**config.mk**
```make
export PLATFORM = sky130hd
export DESIGN_NAME = fwd_hazard_scoreboard
export DESIGN_NICKNAME = d
export VERILOG_FILES = /design/src/rtl/fwd_hazard_scoreboard_pkg.sv /design/src/rtl/fwd_src_match.sv /design/src/rtl/fwd_hazard_scoreboard.sv
export SDC_FILE = /design/constraint.sdc
export NUM_CORES = 1
export LEC_CHECK = 0
export ABC_CLOCK_PERIOD_IN_PS = 3400
export BUFFER_PORTS_ARGS = -buffer_cell sky130_fd_sc_hd__buf_4
export CAP_MARGIN = 30
export CELL_PAD_IN_SITES_DETAIL_PLACEMENT = 2
export CELL_PAD_IN_SITES_GLOBAL_PLACEMENT = 2
export CORE_ASPECT_RATIO = 1.5
export CORE_MARGIN = 2
export CORE_UTILIZATION = 38
export CTS_BUF_LIST = sky130_fd_sc_hd__clkbuf_4 sky130_fd_sc_hd__clkbuf_8
export DETAILED_ROUTE_END_ITERATION = 7
export PLACE_DENSITY_LB_ADDON = 0.12
export SYNTH_ARGS = -nofsm -noshare
export SYNTH_HDL_FRONTEND = slang
export SYNTH_HIERARCHICAL = 1
export SYNTH_SLANG_ARGS = --single-unit
```
**constraint.sdc**
```tcl
create_clock -name clk_i -period 3.4 [get_ports clk_i]
set_clock_uncertainty 0.2 [all_clocks]
set_input_delay 0.34 -clock clk_i [delete_from_list [all_inputs] [get_ports clk_i]]
set_output_delay 0.34 -clock clk_i [all_outputs]
set_load 0.02 [all_outputs]
```
**src/rtl/fwd_hazard_scoreboard_pkg.sv**
```systemverilog
// Shared constants and helpers for the forwarding / load-use hazard unit.
// A tag entry is a flat vector {rd, valid, regwrite, memread}.
package fwd_hazard_scoreboard_pkg;

    localparam int SEL_REGFILE  = 0;  // forward select meaning "read the register file"

    // bit offsets inside a tag entry
    localparam int TAG_MEMREAD  = 0;
    localparam int TAG_REGWRITE = 1;
    localparam int TAG_VALID    = 2;
    localparam int TAG_RD_LSB   = 3;

    function automatic int tag_w(input int addr_w);
        return addr_w + 3;
    endfunction

    // load data must appear inside the forwarding window, otherwise no amount of stalling helps
    function automatic bit lat_ok(input int load_lat, input int num_fwd);
        return (load_lat >= 1) && (load_lat < num_fwd);
    endfunction

endpackage

```
**src/rtl/fwd_src_match.sv**
```systemverilog
// Compares one source register against a window of tag entries and reports
// the youngest (lowest index) entry that writes that register.
module fwd_src_match
    import fwd_hazard_scoreboard_pkg::*;
#(
    parameter int ADDR_W  = 5,
    parameter int NUM_ENT = 2,
    parameter int IDX_W   = (NUM_ENT > 1) ? $clog2(NUM_ENT) : 1
) (
    input  logic                             en,
    input  logic [ADDR_W-1:0]                rs_addr,
    input  logic [NUM_ENT*tag_w(ADDR_W)-1:0] tags,
    output logic                             hit,
    output logic [IDX_W-1:0]                 idx,
    output logic                             hit_load
);

    localparam int TAG_W = tag_w(ADDR_W);

    logic [TAG_W-1:0] ent;

    // scan oldest to youngest so the youngest writer overrides any older one
    always_comb begin
        hit      = 1'b0;
        idx      = '0;
        hit_load = 1'b0;
        ent      = '0;
        for (int j = NUM_ENT - 1; j >= 0; j--) begin
            ent = tags[j*TAG_W +: TAG_W];
            if (en && ent[TAG_VALID] && ent[TAG_REGWRITE] &&
                (ent[TAG_RD_LSB +: ADDR_W] != '0) &&
                (ent[TAG_RD_LSB +: ADDR_W] == rs_addr)) begin
                hit      = 1'b1;
                idx      = IDX_W'(j);
                hit_load = ent[TAG_MEMREAD];
            end
        end
    end

endmodule

```
**src/rtl/fwd_hazard_scoreboard.sv**
```systemverilog
// Forwarding select and load-use stall generation for the pipelined core.
// Tracks destination tags for EX (stage 0) and NUM_FWD post-EX stages.
module fwd_hazard_scoreboard
    import fwd_hazard_scoreboard_pkg::*;
#(
    parameter int ADDR_W   = 5,
    parameter int NUM_SRC  = 2,
    parameter int NUM_FWD  = 2,
    parameter int LOAD_LAT = 1,
    parameter int SEL_W    = $clog2(NUM_FWD + 1),
    parameter int CNT_W    = 32
) (
    input  logic                      clk_i,
    input  logic                      rst_i,
    input  logic                      id_valid_i,
    input  logic [NUM_SRC*ADDR_W-1:0] id_rs_addr_i,
    input  logic [NUM_SRC-1:0]        id_rs_used_i,
    input  logic [ADDR_W-1:0]         id_rd_addr_i,
    input  logic                      id_regwrite_i,
    input  logic                      id_memread_i,
    input  logic                      freeze_i,
    input  logic                      flush_i,
    output logic                      stall_o,
    output logic [NUM_SRC*SEL_W-1:0]  fwd_sel_o,
    output logic [CNT_W-1:0]          stall_cnt_o
);

    localparam int TAG_W = tag_w(ADDR_W);
    localparam int IDX_W = (NUM_FWD > 1) ? $clog2(NUM_FWD) : 1;
    localparam logic [IDX_W-1:0] LAT_IDX = IDX_W'(LOAD_LAT);

    if (!lat_ok(LOAD_LAT, NUM_FWD)) begin : g_bad_load_lat
        $error("fwd_hazard_scoreboard: LOAD_LAT must lie in 1..NUM_FWD-1");
    end

    logic [NUM_FWD:0][TAG_W-1:0]     stage_q;   // [0]=EX, [k]=post-EX stage k
    logic [NUM_SRC-1:0][ADDR_W-1:0]  ex_rs_q;
    logic [NUM_SRC-1:0]              ex_used_q;
    logic [CNT_W-1:0]                stall_cnt_q;

    logic                            issue;
    logic [TAG_W-1:0]                id_tag;
    logic [NUM_FWD*TAG_W-1:0]        ex_view;   // entry j = post-EX stage j+1
    logic [NUM_FWD*TAG_W-1:0]        id_view;   // entry j = stage j (EX included)

    logic [NUM_SRC-1:0]              ex_hit, ex_hit_load;
    logic [NUM_SRC-1:0][IDX_W-1:0]   ex_idx;
    logic [NUM_SRC-1:0]              id_hit, id_hit_load, id_src_stall;
    logic [NUM_SRC-1:0][IDX_W-1:0]   id_idx;
    logic                            ex_load_unused;

    assign issue   = id_valid_i & ~stall_o & ~flush_i;
    assign id_tag  = {id_rd_addr_i, 1'b1, id_regwrite_i, id_memread_i};
    assign ex_view = stage_q[NUM_FWD:1];
    assign id_view = stage_q[NUM_FWD-1:0];

    // EX selection only needs the youngest writer; whether it is a load is
    // already excluded by the stall, so that flag is deliberately dropped here
    assign ex_load_unused = |ex_hit_load;

    // tag shift register plus the EX source operands; freeze holds everything
    always_ff @(posedge clk_i or negedge rst_i) begin
        if (!rst_i) begin
            stage_q   <= '0;
            ex_rs_q   <= '0;
            ex_used_q <= '0;
        end else if (!freeze_i) begin
            for (int k = 1; k <= NUM_FWD; k++) begin
                stage_q[k] <= stage_q[k-1];
            end
            if (issue) begin
                stage_q[0] <= id_tag;
                ex_rs_q    <= id_rs_addr_i;
                ex_used_q  <= id_rs_used_i;
            end else begin
                stage_q[0] <= '0;
                ex_used_q  <= '0;
            end
        end
    end

    // saturating count of load-use stall cycles that actually cost a cycle
    always_ff @(posedge clk_i or negedge rst_i) begin
        if (!rst_i) begin
            stall_cnt_q <= '0;
        end else if (stall_o && !freeze_i && (stall_cnt_q != '1)) begin
            stall_cnt_q <= stall_cnt_q + CNT_W'(1);
        end
    end

    for (genvar s = 0; s < NUM_SRC; s++) begin : g_src
        fwd_src_match #(
            .ADDR_W  (ADDR_W),
            .NUM_ENT (NUM_FWD),
            .IDX_W   (IDX_W)
        ) u_ex_match (
            .en       (ex_used_q[s]),
            .rs_addr  (ex_rs_q[s]),
            .tags     (ex_view),
            .hit      (ex_hit[s]),
            .idx      (ex_idx[s]),
            .hit_load (ex_hit_load[s])
        );

        fwd_src_match #(
            .ADDR_W  (ADDR_W),
            .NUM_ENT (NUM_FWD),
            .IDX_W   (IDX_W)
        ) u_id_match (
            .en       (id_valid_i & id_rs_used_i[s]),
            .rs_addr  (id_rs_addr_i[s*ADDR_W +: ADDR_W]),
            .tags     (id_view),
            .hit      (id_hit[s]),
            .idx      (id_idx[s]),
            .hit_load (id_hit_load[s])
        );

        assign fwd_sel_o[s*SEL_W +: SEL_W] = ex_hit[s] ? (SEL_W'(ex_idx[s]) + SEL_W'(1))
                                                       : SEL_W'(SEL_REGFILE);
        // only the youngest writer counts: a younger ALU result masks an older load
        assign id_src_stall[s] = id_hit[s] & id_hit_load[s] & (id_idx[s] < LAT_IDX);
    end

    assign stall_o     = |id_src_stall;
    assign stall_cnt_o = stall_cnt_q;

endmodule
```
==> results of run 1 <==
==> state kept, by name, summed over array words and instances (netlist names) <==
name / cells
ex_view: 15
stall_cnt_o: 32
id_view: 8
ex_used_q: 2
ex_rs_q: 10
==> per-stage QoR <==
stage,setup slack (ns),cells,hold WS [ns]
2_1_floorplan,0.484,339,-0.156
3_3_place_gp,0.304,513,0.278
3_5_place_dp,0.198,513,0.294
4_1_cts,0.109,534,0.00369
5_1_grt,0.0159,534,0.0132
6_report,0.145,534,0.0245
==> layout by cell type (no fill, tap or decap), types with 2 or more instances in the layout <==
master	instances
sky130_fd_sc_hd__and2_1	5
sky130_fd_sc_hd__nor4_1	10
sky130_fd_sc_hd__mux2i_1	2
sky130_fd_sc_hd__nor3_1	8
sky130_fd_sc_hd__nand3b_1	3
sky130_fd_sc_hd__nor3_2	11
sky130_fd_sc_hd__or4_1	4
sky130_fd_sc_hd__nor2b_1	7
sky130_fd_sc_hd__nand4_1	16
sky130_fd_sc_hd__clkbuf_8	11
sky130_fd_sc_hd__dlygate4sd3_1	5
sky130_fd_sc_hd__buf_4	68
sky130_fd_sc_hd__a22o_1	9
sky130_fd_sc_hd__and3_1	3
sky130_fd_sc_hd__bufinv_16	2
sky130_fd_sc_hd__or3_1	3
sky130_fd_sc_hd__nor2_2	2
sky130_fd_sc_hd__mux2_2	26
sky130_fd_sc_hd__nor2_1	10
sky130_fd_sc_hd__xor2_1	41
sky130_fd_sc_hd__nand3_1	16
sky130_fd_sc_hd__or4_4	5
sky130_fd_sc_hd__xnor2_1	25
sky130_fd_sc_hd__inv_1	5
sky130_fd_sc_hd__o21ai_0	4
sky130_fd_sc_hd__nand2_1	24
sky130_fd_sc_hd__a21oi_1	3
sky130_fd_sc_hd__a211oi_1	4
sky130_fd_sc_hd__dfrtp_1	67
==> layer usage <==
layer / share of wire (%) / vias to the layer above / track usage [%] / wire length (microns)
li1: - / 1361 / - / -
met4: 2.3 / 0 / 7.75 / 250
met3: 3.3 / 19 / 4.71 / 370
met5: 0 / - / 0 / 0
met2: 58 / 51 / 41.2 / 6420
met1: 37 / 1525 / 24.3 / 4050
==> repair_timing <==
action | in CTS | in global routing
resized for setup | 0 | 3
hold endpoints to repair | 71 | 0
endpoints found under the setup margin | 0 | 8
hold buffers | 5 | 0
==> final cells by class <==
| class | count | area [sq um] |
|---|---|---|
| multi-input combinational | 258 | 1970 |
| tap | 115 | 144 |
| inverter | 5 | 18.8 |
| fill | 1019 | 4980 |
| sequential | 67 | 1680 |
| clock buffer | 12 | 159 |
| timing repair buffer | 73 | 561 |
| clock inverter | 4 | 72.6 |
==> power by group through the flow <==
stage / clock [mW] / sequential [mW] / combinational (mW)
after floorplan: 0 / 0.907 / 0.138
after global placement: 0 / 0.927 / 0.202
after detailed placement: 0 / 0.931 / 0.218
after CTS: 0.801 / 0.916 / 0.226
after global routing: 0.830 / 0.923 / 0.248
final: 0.774 / 0.915 / 0.223
==> worst max-delay path by stage <==
stage / from / endpoint / slack, ns / cells after the start
after floorplan: id_view[4] / ex_rs_q[0] / 0.48 / 9
after global placement: id_rs_addr_i[3] / stall_cnt_o[30] / 0.30 / 10
after detailed placement: id_rs_addr_i[3] / stall_cnt_o[30] / 0.20 / 10
after CTS: id_rs_used_i[1] / stall_cnt_o[23] / 0.11 / 11
after global routing: id_rs_used_i[1] / stall_cnt_o[11] / 0.02 / 11
final: id_rs_used_i[1] / stall_cnt_o[15] / 0.15 / 11
==> impl_summary.txt, run 1 <==
----------------------------------------------------
[Drt]
  Routed wire length per instance ... 20.8 microns
  Total wirelength of the detailed-routed design ... roughly 11000 microns
  Violation count after the first detailed-routing iteration ... 71
  Number of routed nets with antenna violations ... 0
  # DRC ... 0
  Drt via density ... 5.54
  Via Count ... a little under 3000
  Number of search-and-repair iterations in the first detailed-routing pass ... 3

[Global route]
  Remaining global-route overflow ... 0
  Maximum number of pins on one net before global-route repair ... 68
  Total routing resource utilization after global routing ... between 20 and 25%
  Initial antenna violation count ... 0
  Number of global-route vias before repair ... 3348
  Wire length of the first global-routing pass ... around 18000 microns

[Die]
  Placeable core region ... between 9000 and 10000 sq um
  Top-level I/O count ... approximately 60
  Die height ... around 120 microns
  Width of the die ... 84.5 microns
  Std-Cell Rows ... 44
  Initial core utilization ... approximately 39%
  Full die area ... 10500 sq um

[Place]
  Last weighted congestion value of the routability-driven placer ... 0.778
  Placed wire-length estimate ... between 8000 and 9000 microns
  Post-detailed-placement cell area ... ~4300 sq um
  Number of I/O port buffers ... 60

[Pwr]
  Pwr per Cell Area ... 415 nW/um^2
  Internal ... around 1.4 mW
  Maximum resistive drop on vdd ... just over 0.3 mV
  Net switching component of the power ... 0.489 mW
  Lkg Pwr ... about 2.2 nW
  Sequential Power Share ... between 40% and 50%
  Clock network fraction of design power ... 40.5%
  Switching Share ... about 26%
  PnR Total Power ... about 1.9 mW
  Power share of the combinational group ... a little under an eighth

[STA]
  Max-slew violation count ... 0
  Hold violation total from the final report ... 0
  Setup repair after global routing missed its margin ... false
  Period utilization ... ~96%
  Rel. slew slack ... 40.3%
  Number of endpoints failing setup at the final stage ... 0
  Minimum clock period after layout ... 3.25 ns
  Sum of negative setup slack ... 0 ns
  Transition time at the pin with the least slew margin ... roughly 0.9 ns
  Fmax achieved ... approximately 0.31 GHz

[Synth]
  Ys Warns ... 6
  Number of standard cells after synthesis ... 339
  Netlist Area Pre-Place ... 3690 sq um
  Post-Syn Nets ... 364
  Average cell area after synthesis ... 10.9 sq um

[Cells and area]
  Ratio of cells with drive above 1 in the final layout ... 32.7%
  Final non-filler cell area ... roughly 4600 sq um
  Utilization of the core after routing ... approximately 48%
  Number of antenna cells inserted ... 0
  Area delta synth->final ... 24.6%
  Post-layout nets ... between 400 and 500

[Worst setup path]
  Worst R2R Setup Slack ... around 0.21 ns
  Top Family by Delay on Critical Path ... simple AND/OR/NAND/NOR gates
  Max stage delay cell, worst path ... sky130_fd_sc_hd__dlygate4sd3_1
  Cell-by-cell trace of the critical path ... dlygate4sd3_1 > buf_4 > and2_1 > nand3_1 > or4_4 > nor2b_1 > nand3b_1 > a21o_2 > or3_1 > nor3_1 > xor2_1
  Slowest Stage Delay on Critical Path ... roughly 0.53 ns
  CP Buf/Inv Count ... 2
  Startpoint class of the critical path ... input port
  Biggest fanout along the worst timing path ... 8
  Terminus of the critical flop-to-flop path ... stall_cnt_o[15]
  Required time at the worst-slack endpoint ... ~3.5 ns
  Worst setup path class ... in -> reg
  Worst R2R Path Depth ... 10
  R2r startpoint ... ex_view[5]
  Critical path arrival ... between 3 and 4 ns
  Type of destination of the critical path ... flop

[Clocking]
  Clock tree from TritonCTS ... built
  Deepest clock path buffer count ... 2
  Buffers inserted during post-CTS setup optimization ... 0
  Skew-Pair Late Insertion Delay ... about 0.35 ns
  TritonCTS Buffers ... 9
  Clock transition at path regs ... ~0.08 ns
  Buffer type at the clock tree root ... sky130_fd_sc_hd__clkbuf_8
  H-Tree Level Count ... 3
  Number of sinks driven by the clock tree ... 67

[Hold path]
  Worst min-delay path category ... in -> reg
  Hold path startpoint ... id_rd_addr_i[2]
  Endpoint of the worst hold path ... id_view[5]
  Cell count of the worst hold path ... 2

[Outcome]
  Status ... complete, no violations

[Flow run]
  Number of violations of the max-capacitance limit ... 0

----------------------------------------------------
No activity file was read; power rests on OpenSTA's default activity.
==> inputs of run 2 (changes only) <==
Settings changed: SETUP_SLACK_MARGIN set to 0.3.
==> impl_summary.txt, run 2 (synthesized netlist as in run 1, its figures left out) <==
----------------------------------------------------
[Pwr]
  Clock network fraction of design power ... between 40 and 50%
  Internal ... between 1 and 1.5 mW
  Power share of the combinational group ... 11.8%
  Lkg Pwr ... between 2 and 2.5 nW
  PnR Total Power ... 1.92 mW
  Pwr per Cell Area ... roughly 410 nW/um^2
  Sequential Power Share ... 47.6%
  Net switching component of the power ... roughly 0.50 mW
  Switching Share ... roughly a quarter
  Maximum resistive drop on vdd ... approximately 0.31 mV

[Die]
  Initial core utilization ... 38.6%
  Top-level I/O count ... 61
  Std-Cell Rows ... 44
  Full die area ... around 11000 sq um
  Placeable core region ... between 9000 and 10000 sq um
  Die height ... 125 microns
  Width of the die ... 84.5 microns

[Worst setup path]
  Biggest fanout along the worst timing path ... 7
  Critical Path Source ... ex_view[5]
  Count of cell instances traversed by the critical path ... 10
  Startpoint class of the critical path ... flop
  Terminus of the critical flop-to-flop path ... stall_cnt_o[15]
  Critical path arrival ... ~3.1 ns
  R2r startpoint ... ex_view[5]
  Top Family by Delay on Critical Path ... simple AND/OR/NAND/NOR gates
  Required time at the worst-slack endpoint ... about 3.5 ns
  Cell-by-cell trace of the critical path ... buf_4 > nor3_1 > a211oi_1 > nand3_1 > mux2i_1 > nand3b_1 > a21o_4 > or3_4 > nor3_1 > xor2_1
  Worst R2R Path Depth ... 10
  Type of destination of the critical path ... flop
  CP Buf/Inv Count ... 1
  Max stage delay cell, worst path ... sky130_fd_sc_hd__dfrtp_2
  Worst setup path class ... reg -> reg
  Most frequent cell on the critical path ... sky130_fd_sc_hd__nor3_1
  CP Capture Point ... stall_cnt_o[15]
  Slowest Stage Delay on Critical Path ... around 0.46 ns
  Worst R2R Setup Slack ... between 0.3 and 0.4 ns

[Drt]
  Number of routed nets with antenna violations ... 0
  Number of search-and-repair iterations in the first detailed-routing pass ... 4
  Violation count after the first detailed-routing iteration ... between 60 and 70
  # DRC ... 0
  Total wirelength of the detailed-routed design ... ~11000 microns
  Routed wire length per instance ... roughly 21 microns
  Via Count ... roughly 3000
  Drt via density ... 5.54

[Clocking]
  TritonCTS Buffers ... 9
  Skew-Pair Late Insertion Delay ... between 0.3 and 0.4 ns
  Buffer type at the clock tree root ... sky130_fd_sc_hd__clkbuf_8
  Clock transition at path regs ... 0.08 ns
  Deepest clock path buffer count ... 2
  Number of sinks driven by the clock tree ... 67
  Clock tree from TritonCTS ... built
  H-Tree Level Count ... 3

[Place]
  Placed wire-length estimate ... 8160 microns
  Number of I/O port buffers ... 60
  Last weighted congestion value of the routability-driven placer ... between 0.7 and 0.8

[Cells and area]
  Number of flip-flops in the largest register ... 32
  Post-layout nets ... approximately 440
  Area delta synth->final ... 26.6%
  Number of antenna cells inserted ... 0
  Ratio of cells with drive above 1 in the final layout ... around 36%
  Leading cell types in the layout, fill and taps excluded ... sky130_fd_sc_hd__buf_4 (69), sky130_fd_sc_hd__dfrtp_1 (60), sky130_fd_sc_hd__xor2_1 (41)
  Most common cell after layout, fill and taps aside ... sky130_fd_sc_hd__buf_4

[STA]
  Hold violation total from the final report ... 0
  Max-slew violation count ... 0
  Minimum clock period after layout ... a little over 3 ns
  Number of endpoints failing setup at the final stage ... 0
  Transition time at the pin with the least slew margin ... 0.901 ns
  Fmax achieved ... around 0.33 GHz
  Setup repair after global routing missed its margin ... true
  Rel. slew slack ... about two fifths
  Period utilization ... between 90% and 100%
  Sum of negative setup slack ... 0 ns

[Outcome]
  Status ... complete, no violations

[Global route]
  Initial antenna violation count ... 0
  Maximum number of pins on one net before global-route repair ... 68
  Wire length of the first global-routing pass ... 18200 microns
  Number of global-route vias before repair ... around 3300
  Remaining global-route overflow ... 0
  Total routing resource utilization after global routing ... between 20% and 30%

[Flow run]
  Number of violations of the max-capacitance limit ... 0

[Hold path]
  Worst min-delay path category ... in -> reg

----------------------------------------------------
==> run 2: routing by layer <==
metal / track usage, % / routed length, microns / share of wire [%]
met1: 24.4 / 4180 / 37
met2: 41.6 / 6450 / 57
met3: 4.64 / 361 / 3.2
met4: 7.28 / 244 / 2.2
met5: 0 / 0 / 0
==> run 2: worst min path at each step <==
stage | from | to | slack (ns) | depth (start not counted)
global placement | stall_cnt_o[26] | stall_cnt_o[26] | 0.28 | 1
global route | id_rd_addr_i[2] | id_view[5] | 0.01 | 2
finish | id_rd_addr_i[2] | id_view[5] | 0.02 | 2
detailed placement | stall_cnt_o[26] | stall_cnt_o[26] | 0.29 | 1
CTS | id_rd_addr_i[2] | id_view[5] | 0.004 | 2
floorplan | rst_i | ex_rs_q[0] | -0.16 | 0
==> run 2: area by class of cell <==
class | instances | area [sq um]
fillers | 1009 | 4900
multi-input cells | 258 | 2010
inverters | 5 | 18.8
flip-flops and latches | 67 | 1690
repair buffers | 76 | 591
well taps | 115 | 144
clock buffers | 12 | 159
clock inverters | 4 | 72.6
==> run 2: per-stage QoR <==
step | util [%] | std cells | setup slack (ns) | area, sq um | hold slack [ns]
final | 48.8 | 537 | 0.337 | 4680 | 0.0206
after global routing | 48.8 | 537 | 0.245 | 4680 | 0.0133
after CTS | 48.1 | 534 | 0.327 | 4610 | 0.00369
after detailed placement | 45.0 | 513 | 0.198 | 4310 | 0.294
after global placement | 45.0 | 513 | 0.304 | 4310 | 0.278
after floorplan | - | 339 | 0.484 | 3690 | -0.156
==> run 2: power by group through the flow <==
stage | clock (mW) | sequential [mW] | combinational [mW]
after floorplan | 0 | 0.907 | 0.138
after global placement | 0 | 0.927 | 0.202
after detailed placement | 0 | 0.931 | 0.218
after CTS | 0.801 | 0.917 | 0.226
after global routing | 0.831 | 0.924 | 0.253
final | 0.780 | 0.916 | 0.227
==> run 2: what timing repair did <==
item / in CTS / in global routing
pin swaps: 1 / 6
buffers inserted: 0 / 2
gates cloned: 0 / 1
hold endpoints to repair: 71 / 0
resized for setup: 7 / 14
endpoints found under the setup margin: 12 / 25
hold buffers: 5 / 0
==> inputs of run 3 (changes only) <==
--- a/config.mk
+++ b/config.mk
@@ -18,3 +18,2 @@
 export PLACE_DENSITY_LB_ADDON = 0.12
-export SETUP_SLACK_MARGIN = 0.3
 export SYNTH_ARGS = -nofsm -noshare
--- a/constraint.sdc
+++ b/constraint.sdc
@@ -4,2 +4,2 @@
 set_output_delay 0.34 -clock clk_i [all_outputs]
-set_load 0.02 [all_outputs]
+set_load 0.1 [all_outputs]
==> impl_summary.txt, run 3 (synthesized netlist as in run 1, its figures left out) <==
----------------------------------------------------
[Cells and area]
  Most common cell after layout, fill and taps aside ... sky130_fd_sc_hd__dfrtp_1
  Ratio of cells with drive above 1 in the final layout ... 31.8%
  Post-layout nets ... around 440
  Area delta synth->final ... 24.1%
  Leading cell types in the layout, fill and taps excluded ... sky130_fd_sc_hd__dfrtp_1 (67), sky130_fd_sc_hd__buf_4 (65), sky130_fd_sc_hd__xor2_1 (41)
  Number of flip-flops in the largest register ... 32
  Number of antenna cells inserted ... 0

[Pwr]
  Switching Share ... 26.4%
  Sequential Power Share ... approximately half
  Internal ... about 1.4 mW
  Net switching component of the power ... approximately 0.49 mW
  Power share of the combinational group ... between 10% and 20%
  Lkg Pwr ... 2.16 nW
  Clock network fraction of design power ... between 30% and 40%
  Maximum resistive drop on vdd ... around 0.23 mV
  Pwr per Cell Area ... ~410 nW/um^2

[Drt]
  Routed wire length per instance ... slightly above 20 microns
  Total wirelength of the detailed-routed design ... 10800 microns
  Drt via density ... roughly 5.5
  Violation count after the first detailed-routing iteration ... about 100
  # DRC ... 0
  Number of search-and-repair iterations in the first detailed-routing pass ... 4
  Number of routed nets with antenna violations ... 0
  Via Count ... 2923

[Outcome]
  Status ... complete, no violations

[Clocking]
  H-Tree Level Count ... 3
  Buffer type at the clock tree root ... sky130_fd_sc_hd__clkbuf_8
  Clock tree from TritonCTS ... built
  Clock transition at path regs ... ~0.07 ns
  Skew-Pair Late Insertion Delay ... 0.36 ns
  Deepest clock path buffer count ... 2
  Number of sinks driven by the clock tree ... 67
  Buffers inserted during post-CTS setup optimization ... 0
  TritonCTS Buffers ... 9

[STA]
  Setup repair after global routing missed its margin ... false
  Number of endpoints failing setup at the final stage ... 0
  Sum of negative setup slack ... 0 ns
  Hold violation total from the final report ... 0
  Max-slew violation count ... 0
  Rel. slew slack ... about two fifths
  Transition time at the pin with the least slew margin ... slightly below 0.9 ns
  Period utilization ... between 90% and 100%
  Fmax achieved ... 0.316 GHz
  Minimum clock period after layout ... 3.17 ns
  Fin worst setup slack ... about 0.23 ns

[Place]
  Number of I/O port buffers ... 60
  Last weighted congestion value of the routability-driven placer ... approximately 0.80
  Placed wire-length estimate ... ~8000 microns
  Worst slack, placed ... about 0.23 ns

[Die]
  Std-Cell Rows ... 44
  Initial core utilization ... approximately two fifths
  Die height ... 125 microns
  Full die area ... between 10000 and 15000 sq um
  Placeable core region ... roughly 9600 sq um
  Width of the die ... ~85 microns
  Top-level I/O count ... 61

[Global route]
  Initial antenna violation count ... 0
  Number of global-route vias before repair ... roughly 3400
  Wire length of the first global-routing pass ... roughly 18000 microns
  Total routing resource utilization after global routing ... between 20 and 25%
  Remaining global-route overflow ... 0
  Maximum number of pins on one net before global-route repair ... between 60 and 70

[Worst setup path]
  Worst setup path class ... reg -> reg
  Worst R2R Path Depth ... 9
  Required time at the worst-slack endpoint ... ~3.4 ns
  Critical Path Source ... id_view[4]
  Type of destination of the critical path ... flop
  R2r startpoint ... id_view[4]
  Startpoint class of the critical path ... flop
  Biggest fanout along the worst timing path ... 8
  Critical path arrival ... 3.21 ns

[Hold path]
  Cell count of the worst hold path ... 2
  Worst min-delay path category ... in -> reg
  Hold path startpoint ... id_rd_addr_i[4]

[Flow run]
  Number of violations of the max-capacitance limit ... 0

----------------------------------------------------
## run 3: worst paths after layout
kind | to | slack [ns]
worst max-delay path | stall_cnt_o[30] | 0.23
worst min-delay path | id_view[7] | 0.01
worst max register to register | stall_cnt_o[30] | 0.23
worst min register to register | stall_cnt_o[31] | 0.32
max in group asynchronous | stall_cnt_o[20] | 1.99
min in group asynchronous | stall_cnt_o[4] | 0.44
## run 3: repair_timing
item / 4_1_cts / 5_1_grt
hold buffers: 6 / 0
hold endpoints to repair: 72 / 0
resized for setup: 0 / 0
## run 3: power groups by stage
stage               Clock (mW)  Combinational, mW  Sequential (mW)
floorplan                    0              0.138            0.907
global placement             0              0.201            0.930
detailed placement           0              0.210            0.933
CTS                      0.751              0.218            0.917
global route             0.778              0.239            0.925
finish                   0.730              0.214            0.916
## run 3: worst max-delay path, stage by stage (launching register included)
cell,delay (ns)
sky130_fd_sc_hd__dfrtp_1,0.45
sky130_fd_sc_hd__or4_1,0.52
sky130_fd_sc_hd__nor2_1,0.19
sky130_fd_sc_hd__or4_4,0.19
sky130_fd_sc_hd__mux2i_1,0.19
sky130_fd_sc_hd__nand3b_1,0.17
sky130_fd_sc_hd__a21o_1,0.26
sky130_fd_sc_hd__nor4_4,0.53
sky130_fd_sc_hd__nand4_1,0.19
sky130_fd_sc_hd__xnor2_1,0.17
## run 3: stage by stage
stage / total power [mW] / instance area (sq um) / utilization (%) / hold slack, ns / cells
after floorplan: 1.05 / 3700 / - / -0.156 / 339
after global placement: 1.13 / 4310 / 45.0 / 0.284 / 511
after detailed placement: 1.14 / 4310 / 45.0 / 0.308 / 511
after CTS: 1.89 / 4590 / 47.9 / 0.000920 / 533
after global routing: 1.94 / 4590 / 47.9 / 0.00907 / 533
final: 1.86 / 4590 / 47.9 / 0.0138 / 533
## run 3: layer usage
| metal | up-vias | GRT usage (%) | wire length [microns] |
|---|---|---|---|
| li1 | 1368 | - | - |
| met3 | 17 | 4.31 | 313 |
| met2 | 48 | 41.2 | 6230 |
| met1 | 1490 | 23.9 | 4010 |
| met5 | - | 0 | 0 |
| met4 | 0 | 8.31 | 263 |
## run 3: cell type report
class,instances,area [sq um]
timing repair buffer,72,568
tap,115,144
inverter,5,18.8
sequential,67,1680
fill,1037,4990
clock inverter,3,45.0
multi-input combinational,258,1960
clock buffer,13,173
